$ cat src/rtl/data_unpack.sv
// Width down-converter: one I_WIDTH word in, N = I_WIDTH/O_WIDTH beats out.
// Registered outputs, zero-bubble reload on the last beat of a word.
module data_unpack #(
    parameter int I_WIDTH   = 32,
    parameter int O_WIDTH   = 8,
    parameter bit MSB_FIRST = 1'b1
) (
    input  logic               clk_i,
    input  logic               rst_n_i,
    input  logic [I_WIDTH-1:0] in_data_i,
    input  logic               in_valid_i,
    output logic               in_ready_o,
    output logic [O_WIDTH-1:0] out_data_o,
    output logic               out_valid_o,
    output logic               out_last_o,
    input  logic               out_ready_i
);

    localparam int N  = I_WIDTH / O_WIDTH;
    localparam int CW = (N > 1) ? $clog2(N) : 1;
    localparam logic [CW-1:0] LAST_CNT = CW'(N - 1);

    // Reject widths that do not split into at least two whole beats.
    if (((I_WIDTH % O_WIDTH) != 0) || (N < 2)) begin : g_bad_params
        $error("data_unpack: I_WIDTH must be a multiple of O_WIDTH with N >= 2");
    end

    typedef enum logic {
        IDLE = 1'b0,
        BUSY = 1'b1
    } state_t;

    state_t             state;
    logic [I_WIDTH-1:0] sr;
    logic [I_WIDTH-1:0] sr_shift;
    logic [CW-1:0]      cnt;
    logic [CW-1:0]      cnt_inc;
    logic               in_fire;
    logic               out_fire;

    // Beat that leaves first from a given word image.
    function automatic logic [O_WIDTH-1:0] head(input logic [I_WIDTH-1:0] w);
        if (MSB_FIRST) begin
            return w[I_WIDTH-1 -: O_WIDTH];
        end
        return w[O_WIDTH-1:0];
    endfunction

    // A new word may enter when idle or when the last beat is leaving now.
    assign in_ready_o = ~out_valid_o | (out_ready_i & out_last_o);
    assign in_fire    = in_valid_i & in_ready_o;
    assign out_fire   = out_valid_o & out_ready_i;

    // Next word image with the consumed beat shifted out, and next beat index.
    always_comb begin
        sr_shift = sr;
        cnt_inc  = cnt + CW'(1);
        if (MSB_FIRST) begin
            sr_shift = sr << O_WIDTH;
        end else begin
            sr_shift = sr >> O_WIDTH;
        end
    end

    // Control FSM with registered beat, valid and last.
    always_ff @(posedge clk_i or negedge rst_n_i) begin
        if (!rst_n_i) begin
            state       <= IDLE;
            sr          <= '0;
            cnt         <= '0;
            out_data_o  <= '0;
            out_valid_o <= 1'b0;
            out_last_o  <= 1'b0;
        end else begin
            unique case (state)
                IDLE: begin
                    if (in_fire) begin
                        state       <= BUSY;
                        sr          <= in_data_i;
                        cnt         <= '0;
                        out_data_o  <= head(in_data_i);
                        out_valid_o <= 1'b1;
                        out_last_o  <= 1'b0;
                    end
                end
                BUSY: begin
                    if (out_fire) begin
                        if (!out_last_o) begin
                            sr         <= sr_shift;
                            cnt        <= cnt_inc;
                            out_data_o <= head(sr_shift);
                            out_last_o <= (cnt_inc == LAST_CNT);
                        end else if (in_fire) begin
                            sr         <= in_data_i;
                            cnt        <= '0;
                            out_data_o <= head(in_data_i);
                            out_last_o <= 1'b0;
                        end else begin
                            state       <= IDLE;
                            cnt         <= '0;
                            out_valid_o <= 1'b0;
                            out_last_o  <= 1'b0;
                        end
                    end
                end
                default: begin
                    state       <= IDLE;
                    out_valid_o <= 1'b0;
                    out_last_o  <= 1'b0;
                end
            endcase
        end
    end

endmodule

$ cat config.mk
export PLATFORM = sky130hd
export DESIGN_NAME = data_unpack
export DESIGN_NICKNAME = d
export VERILOG_FILES = /design/src/rtl/data_unpack.sv
export SDC_FILE = /design/constraint.sdc
export NUM_CORES = 1
export LEC_CHECK = 0
export ABC_AREA = 1
export BUFFER_PORTS_ARGS = -buffer_cell sky130_fd_sc_hd__buf_4
export CAP_MARGIN = 25
export CORE_UTILIZATION = 50
export CTS_BUF_LIST = sky130_fd_sc_hd__clkbuf_4 sky130_fd_sc_hd__clkbuf_8
export DETAILED_ROUTE_END_ITERATION = 12
export GPL_TIMING_DRIVEN = 0
export PLACE_DENSITY = 0.81
export REMOVE_ABC_BUFFERS = 1
export SLEW_MARGIN = 0
export SYNTH_ARGS = -nofsm -noshare
export SYNTH_HDL_FRONTEND = slang
export SYNTH_SLANG_ARGS = --single-unit
export TNS_END_PERCENT = 5
$ cat constraint.sdc
create_clock -name clk_i -period 2 [get_ports clk_i]
set_clock_uncertainty 0.2 [all_clocks]
set_input_delay 0.3 -clock clk_i [delete_from_list [all_inputs] [get_ports clk_i]]
set_output_delay 0.3 -clock clk_i [all_outputs]
set_load 0.05 [all_outputs]
==> summary.md, run 1 <==
Of the cells placed in the final design, the portion with a size suffix greater than 1 is 22.3%. Max-slew violation count: 0. The first global-routing pass estimated 6.06 mm of wire. The routed wirelength normalized by instance count came out at 9.70 um. The portion of synthesized cell area occupied by the leading cell type was 45.8%. Setup repair after global routing left no endpoint under its margin. The tools report the number of DRC violations after detailed routing as 0. The tools report the number of global-route vias before repair as 1462. Synthesis produced 272 cells. The run finished with clean final reports. The analysis attributes to cell leakage a power of 1.39 nW. The via count normalized by instance count is 4.56, and the die extent in x is 65.6 um. For this design the top-level I/O count stands at 47. Cell at the root of the clock tree: clkbuf_8. The worst endpoint data arrival time came out at 1.81 ns. The tools report the total non-filler cell area in the finished layout as 2440 sq um.

Wires add up to 3.51 mm. The run gives 2020 sq um as the area of the mapped netlist. TritonCTS built the clock tree. The power density normalized to cell area is 552 nW/um^2, and the count of buffers added by post-CTS timing repair for setup is 0. In this run the critical register-to-register path is captured at out_data_o[3]$_DFFE_PN0P_. The logs give 351 for the count of nets after finishing and 5 for the number of buffers added by the clock tree synthesis step. In the post-synthesis netlist, the biggest area contributors are dfrtp_1 (46%), nand2_1 (19%), inv_1 (9.6%). The tree built by TritonCTS fans out to 37 sinks. The detailed placer's ending HPWL is 2.39 mm. The logs give 64.7% for the final core utilization and 0 for the final count of negative-setup-slack endpoints.

Setup slack on the worst reg-to-reg path comes out at 0.16 ns. After detailed placement, the total cell area comes to 2320 sq um. Of the total power, the clock network draws 39.0%. Clock latency on the worst-skew pair, taken at its later pin, is 0.28 ns. The worst relative slew slack is 69.6%, and the diode insertion count for antenna repair is 0. The number of cell instances on the worst register-to-register path was 5.

For the number of vias in the routed layout, the log shows 1650. The largest total area in the synthesized netlist belongs to dfrtp_1. The initial cell density of the core was 53.6%.

The fraction of power spent switching nets was 19.8%. Launching element type of the critical path: a register. The total grt overflow is 0, and the synthesized area per cell is 7.44 sq um. Along the worst hold path, the cell count comes to 3.

Entering global routing, the biggest net connects 41 pins. Area growth from synthesis to final layout: 20.7%. The synthesized design contains 37 register bits. The tools report the number of H-tree levels as 2. Across the VDD grid, the largest voltage drop is 298 uV. The internal portion of total power came out at 1.08 mW. For the fraction of the yosys area taken by sequential cells, the log shows 45.8%.

The number of hold violations in the final report is 0. In this run the critical register-to-register path is launched from state$_DFF_PN0_. The total routing resource utilization after global routing is 18.6%. The number of port buffers is 46, and the number of antenna violations at the first check in global routing is 0. The number of iterations in the first detailed-routing pass was 4. At the worst endpoint, the required time is 1.97 ns. The transition time of the tightest slew-check pin was 0.457 ns; the number of different library cells in the post-synthesis netlist was 19. For the share of power burned in combinational logic, the log shows 5.5%.

Share of the cycle needed by the critical path after routing: 92.0%. The worst setup path is of the register to register kind. Standard-cell row count: 22. Once detail routing completed, the nets flagged for antenna violations numbered 0.

In this run the standard cell core region covers 3770 sq um. The logs give 544 MHz for the highest clock rate and 0.0579 ns for the worst hold margin. Along the worst path, the maximum fanout reaches 40. Max-cap violations in this run came to 0.

The die is 65.6 um tall. For the fraction of power consumed by sequential logic, the log shows 55.5%. The path class of the tightest hold or removal check is input pin to register.

The minimum clock period was 1.84 ns; the clock transition at the registers of the reported paths was 0.07 ns. The area enclosed by the die boundary was 4300 sq um. The tools report the sink of the worst hold path as sr[5]$_DFFE_PN0P_. The design draws 1.35 mW. The analysis attributes to net switching a power of 267 uW.

The clock passes through at most 2 buffers. STA classifies the critical path endpoint as a register. Routability-driven placement finished with a final weighted congestion of 0.735.

First-iteration detailed-routing DRC count: 106. For this run, the number of Yosys warnings is 0. The worst hold path begins at in_data_i[5].
sequential cells by signal (all words and copies together) (netlist names):
name and cells:
cnt 2, out_data_o 8, out_last_o 1, out_valid_o 1, sr 24, state 1
layout make-up:
cell class / count / area (sq um)
fill: 344 / 1330
sequential: 37 / 926
multi-input combinational: 170 / 811
timing repair buffer: 47 / 355
inverter: 53 / 199
clock buffer: 7 / 90.1
tap: 48 / 60.1
critical path, cell delays in order (launching register included):
cell	delay, ns
dfrtp_1	0.53
nand2_4	0.31
nand2_8	0.27
nand2_8	0.20
nand2_1	0.15
o21ai_2	0.06
placed cells by master, fill, tap and decap left out:
cell type / instances
dfrtp_1: 37
clkbuf_4: 1
dlygate4sd3_1: 1
nor2_1: 8
nand2_8: 2
buf_4: 46
o21ai_2: 8
o21ai_0: 2
nand3_2: 1
ha_1: 1
clkbuf_8: 6
nand4_1: 3
a21oi_1: 8
nand2_4: 3
inv_1: 52
nand2_2: 2
nand2_1: 104
o21ai_1: 7
a21boi_0: 1
nand3_1: 20
inv_2: 1
stage by stage:
| step | setup WS (ns) | setup TNS [ns] | std cells |
|---|---|---|---|
| detailed placement | -0.0179 | -0.0406 | 354 |
| floorplan | -0.235 | -6.97 | 260 |
| global placement | 0.0000719 | 0 | 354 |
| CTS | 0.0815 | 0 | 362 |
| finish | 0.160 | 0 | 362 |
| global route | 0.0269 | 0 | 362 |
per-layer routing:
| metal | up-vias | track usage, % | wire length (um) |
|---|---|---|---|
| met2 | 40 | 33.0 | 1630 |
| met3 | 5 | 4.69 | 185 |
| met5 | - | 0 | 0 |
| li1 | 895 | - | - |
| met4 | 0 | 7.34 | 55 |
| met1 | 710 | 21.2 | 1640 |
synthesized netlist by cell type, drive strengths merged:
library cell / instances
a21boi: 1
a21oi: 8
buf: 12
dfrtp: 37
ha: 1
inv: 53
nand2: 111
nand3: 21
nand4: 3
nor2: 8
o21ai: 17
what timing repair did:
action | 4_1_cts | 5_1_grt
endpoints found under the setup margin | 26 | 28
hold buffers | 1 | 0
resized for setup | 1 | 1
endpoints found under the hold margin | 37 | 0
cloned | 0 | 0
kinds of logic (layout without fill, tap and decap cells):
family	Yosys count	in the layout	share of synthesized area (%)
buffers and inverters	65	107	15.0
adder cells (fa/ha/maj)	1	1	0.618
AO/OA/AOI/OAI	26	26	8.04
flip-flops	37	37	45.8
AND/OR/NAND/NOR	143	143	30.6
power groups by stage:
stage	clock network [mW]	logic (mW)	registers [mW]
2_1_floorplan	0	0.00565	0.762
3_3_place_gp	0	0.0740	0.762
5_1_grt	0.586	0.0834	0.747
3_5_place_dp	0	0.0746	0.762
6_report	0.526	0.0747	0.748
4_1_cts	0.543	0.0759	0.748
worst max path at each step:
stage	start	end	slack [ns]	cells past startpoint
2_1_floorplan	out_valid_o$_DFFE_PN0P_	sr[10]$_DFFE_PN0P_	-0.23	7
3_3_place_gp	state$_DFF_PN0_	sr[14]$_DFFE_PN0P_	0.00007	6
3_5_place_dp	state$_DFF_PN0_	sr[10]$_DFFE_PN0P_	-0.02	6
4_1_cts	state$_DFF_PN0_	out_data_o[3]$_DFFE_PN0P_	0.08	5
5_1_grt	state$_DFF_PN0_	sr[14]$_DFFE_PN0P_	0.03	6
6_report	state$_DFF_PN0_	out_data_o[3]$_DFFE_PN0P_	0.16	5
Note: power is estimated with default switching activity, not from simulation.
==> inputs of run 2 (changes only) <==
CORE_UTILIZATION = 51   (was 50)
PLACE_DENSITY = 0.82   (was 0.81)
==> run 2 against run 1 <==
Net effect:
- cell count grew 0.28%
- sequential power is essentially flat
- global-route usage grew 1.5 points
- final area up 1.1%
- via count rose by 0.18%
- die area decreased by 1.9%
- clock-buffer cell count decreased by 2
- critical path depth rose by 1
- first-iteration DRC count rose by 5.7%
==> summary.md, run 2 (synthesis results as in run 1) <==
The tools report the first-iteration detailed-routing DRC count as 112 (was 106). The number of max-cap violations is 0 (unchanged). The worst min-delay path category is input pin to register (unchanged). Number of filler instances in the final layout: 347 (was 344). Leading cell type in the layout, fill and taps excluded: nand2_1 (unchanged). Routed wire length: 3.70 mm (was 3.51 mm). Sort of element at the end of the critical path: a register (unchanged). Classification of the worst setup path: register to register (unchanged). The total grt overflow was 0 (unchanged); the number of vias in the routed layout was 1653 (was 1650).

The delay of the slowest cell on the worst path works out to 0.42 ns (was 0.53 ns). The setup slack after placement came out at -0.0498 ns (was -0.0179 ns). The cell at the root of the clock tree was clkbuf_8 (unchanged). The timing startpoint of the critical path was out_last_o$_DFFE_PN0P_ (was state$_DFF_PN0_). The tools report the max-slew violation count as 0 (unchanged).

The highest clock rate was 568 MHz (was 544 MHz); the minimum clock period was 1.76 ns (was 1.84 ns). The run gives 1573 (was 1462) as the number of global-route vias before repair. The area growth from synthesis to final layout came out at 22.0% (was 20.7%).

The flip-flop count of the largest register after layout was 24 (unchanged). Most used cells in the layout excluding fill and tap cells: nand2_1 (104), inv_1 (52), buf_4 (46), dfrtp_1 (36), nand3_1 (20) (was nand2_1 (104), inv_1 (52), buf_4 (46), dfrtp_1 (37), nand3_1 (20)). Setup repair after global routing left no endpoint under its margin. The logs give 0.753 (was 0.735) for the final weighted congestion in routability-driven placement and 0 (unchanged) for the number of hold violations in the final report.

The buffering stage count on the worst path with inverters included is 1 (was 0). The logs give 0 (unchanged) for the diode insertion count for antenna repair and 2.36 mm (was 2.39 mm) for the detailed placer's ending HPWL. The area enclosed by the die boundary was 4220 sq um (was 4300 sq um). The run gives 54.0% (was 53.6%) as the initial cell density of the core.

Cell type with the highest occurrence count on the critical path: nand2_8 (unchanged). The count of clock tree sinks is 37 (unchanged), and the placeable core area is 3740 sq um (was 3770 sq um). The routed wirelength normalized by instance count is 10.2 um (was 9.70 um).

The number of port buffers is 46 (unchanged). The worst setup slack after layout was 0.238 ns (was 0.160 ns). The slowest library cell on the worst path is dfrtp_1 (unchanged). The clock transition at the registers of the reported paths was 0.08 ns (was 0.07 ns). Register with the most flip-flops: sr (unchanged). The number of buffers added by the clock tree synthesis step was 5 (unchanged). The number of antenna violations at the first check in global routing is 0 (unchanged).

Launching element type of the critical path: a register (unchanged). The run gives 4 (unchanged) as the number of iterations in the first detailed-routing pass. The critical hold path startpoint was in_data_i[2] (was in_data_i[5]). TritonCTS built the clock tree. The tools report the beginning of the worst register-to-register path as out_last_o$_DFFE_PN0P_ (was state$_DFF_PN0_). The maximum fanout count along the critical path was 40 (unchanged); the standard-cell row count was 22 (unchanged). The power density normalized to cell area is 599 nW/um^2 (was 552 nW/um^2). The leakage power came out at 1.41 nW (was 1.39 nW). Worst path cell trace: inv_2 > nand2_8 > nand2_4 > nand2_8 > nand2_1 > o21ai_0 (was nand2_4 > nand2_8 > nand2_8 > nand2_1 > o21ai_2).

The post-detailed-route count of antenna-violating nets is 0 (unchanged). Largest registers: sr (24), out_data_o (8), cnt (2) (unchanged). For the worst voltage drop across the vdd grid, the log shows 469 uV (was 298 uV). The worst endpoint data arrival time is 1.73 ns (was 1.81 ns). The tools report the maximum number of pins on one net before global-route repair as 41 (unchanged). Transition time of the tightest slew-check pin: 0.468 ns (was 0.457 ns). The die extent in x was 65.0 um (was 65.6 um). The share of the cycle needed by the critical path after routing is 88.1% (was 92.0%).

Family with the most delay on the worst path: simple AND/OR/NAND/NOR gates (unchanged). The tools report the number of DRC violations after detailed routing as 0 (unchanged). The count of nets after finishing was 351 (unchanged).

The run gives 0 (unchanged) as the final count of negative-setup-slack endpoints. The run finished with clean final reports. For the worst relative slew slack, the log shows 68.8% (was 69.6%). The run gives 47 (unchanged) as the I/O pin count. The tools report the overall power after layout as 1.48 mW (was 1.35 mW). The maximum clock path buffer count was 2 (unchanged). The wire length of the first global-routing pass was 6.49 mm (was 6.06 mm).

Via count normalized by instance count: 4.55 (was 4.56). The run gives 20.1% (was 18.6%) as the total routing resource utilization after global routing. The run gives 1.97 ns (about the same) as the data required time of the worst path.

The worst-skew pair later-pin latency is 0.30 ns (was 0.28 ns). For the number of H-tree levels, the log shows 2 (unchanged). The fraction of final layout cells with drive strength greater than 1 works out to 22.9% (was 22.3%). The vertical die dimension came out at 65.0 um (was 65.6 um).
## run 2: cell count changes in the layout (fill, tap and decap cells not counted), sizes merged
cell,previous run,this run
clkinvlp,0,1
clkbuf,7,5
bufinv,0,1
clkinv,0,1
## run 2: area by class of cell
cell class | instances | area [sq um] | share of cell area [%]
Tap cell | 48 | 60.1 | 2.43
Clock buffer | 5 | 68.8 | 2.79
Timing Repair Buffer | 47 | 355 | 14.4
Clock inverter | 3 | 46.3 | 1.88
Multi-Input combinational cell | 170 | 811 | 32.9
Inverter | 53 | 199 | 8.06
Sequential cell | 37 | 927 | 37.6
## run 2: per-stage QoR
step | instances | utilization, % | hold WS, ns | TNS (ns) | area, sq um
after detailed placement | 354 | 62.1 | 0.0859 | -0.878 | 2320
final | 363 | 65.9 | 0.0452 | 0 | 2470
after global routing | 363 | 65.9 | 0.0444 | 0 | 2470
after global placement | 354 | 62.1 | 0.0893 | -0.00932 | 2320
after floorplan | 260 | - | -0.196 | -6.97 | 1920
after CTS | 363 | 65.7 | 0.0427 | 0 | 2460
## run 2: worst register-to-register path: stages, from the launching register on
cell and delay [ns]:
dfrtp_1 0.42, inv_2 0.14, nand2_8 0.18, nand2_4 0.27, nand2_8 0.23, nand2_1 0.12
o21ai_0 0.08
## run 2: timing repair
action / 4_1_cts / 5_1_grt
hold endpoints to repair: 37 / 0
hold buffers: 1 / 0
resized for setup: 2 / 1
setup endpoints to repair: 32 / 11
setup buffers: 0 / 0
## run 2: worst paths after layout
check	end	slack, ns	cells after the start
max in group asynchronous	state$_DFF_PN0_	0.95	2
min in group asynchronous	sr[22]$_DFFE_PN0P_	0.29	2
min	sr[2]$_DFFE_PN0P_	0.05	3
min reg2reg	out_data_o[7]$_DFFE_PN0P_	0.29	2
max	sr[7]$_DFFE_PN0P_	0.24	6
max reg2reg	sr[7]$_DFFE_PN0P_	0.24	6
## run 2: routing by layer
metal / vias to the layer above / track usage, % / wire (um)
li1: 894 / - / -
met2: 41 / 36.3 / 1690
met3: 4 / 5.81 / 165
met1: 714 / 22.7 / 1800
met5: - / 0 / 0
met4: 0 / 5.83 / 40
## run 2: report_power, final
group	total [mW]	internal (mW)	switching, mW
sequential	0.747	0.747	0
clock	0.656	0.373	0.283
combinational	0.0743	0.0462	0.0280
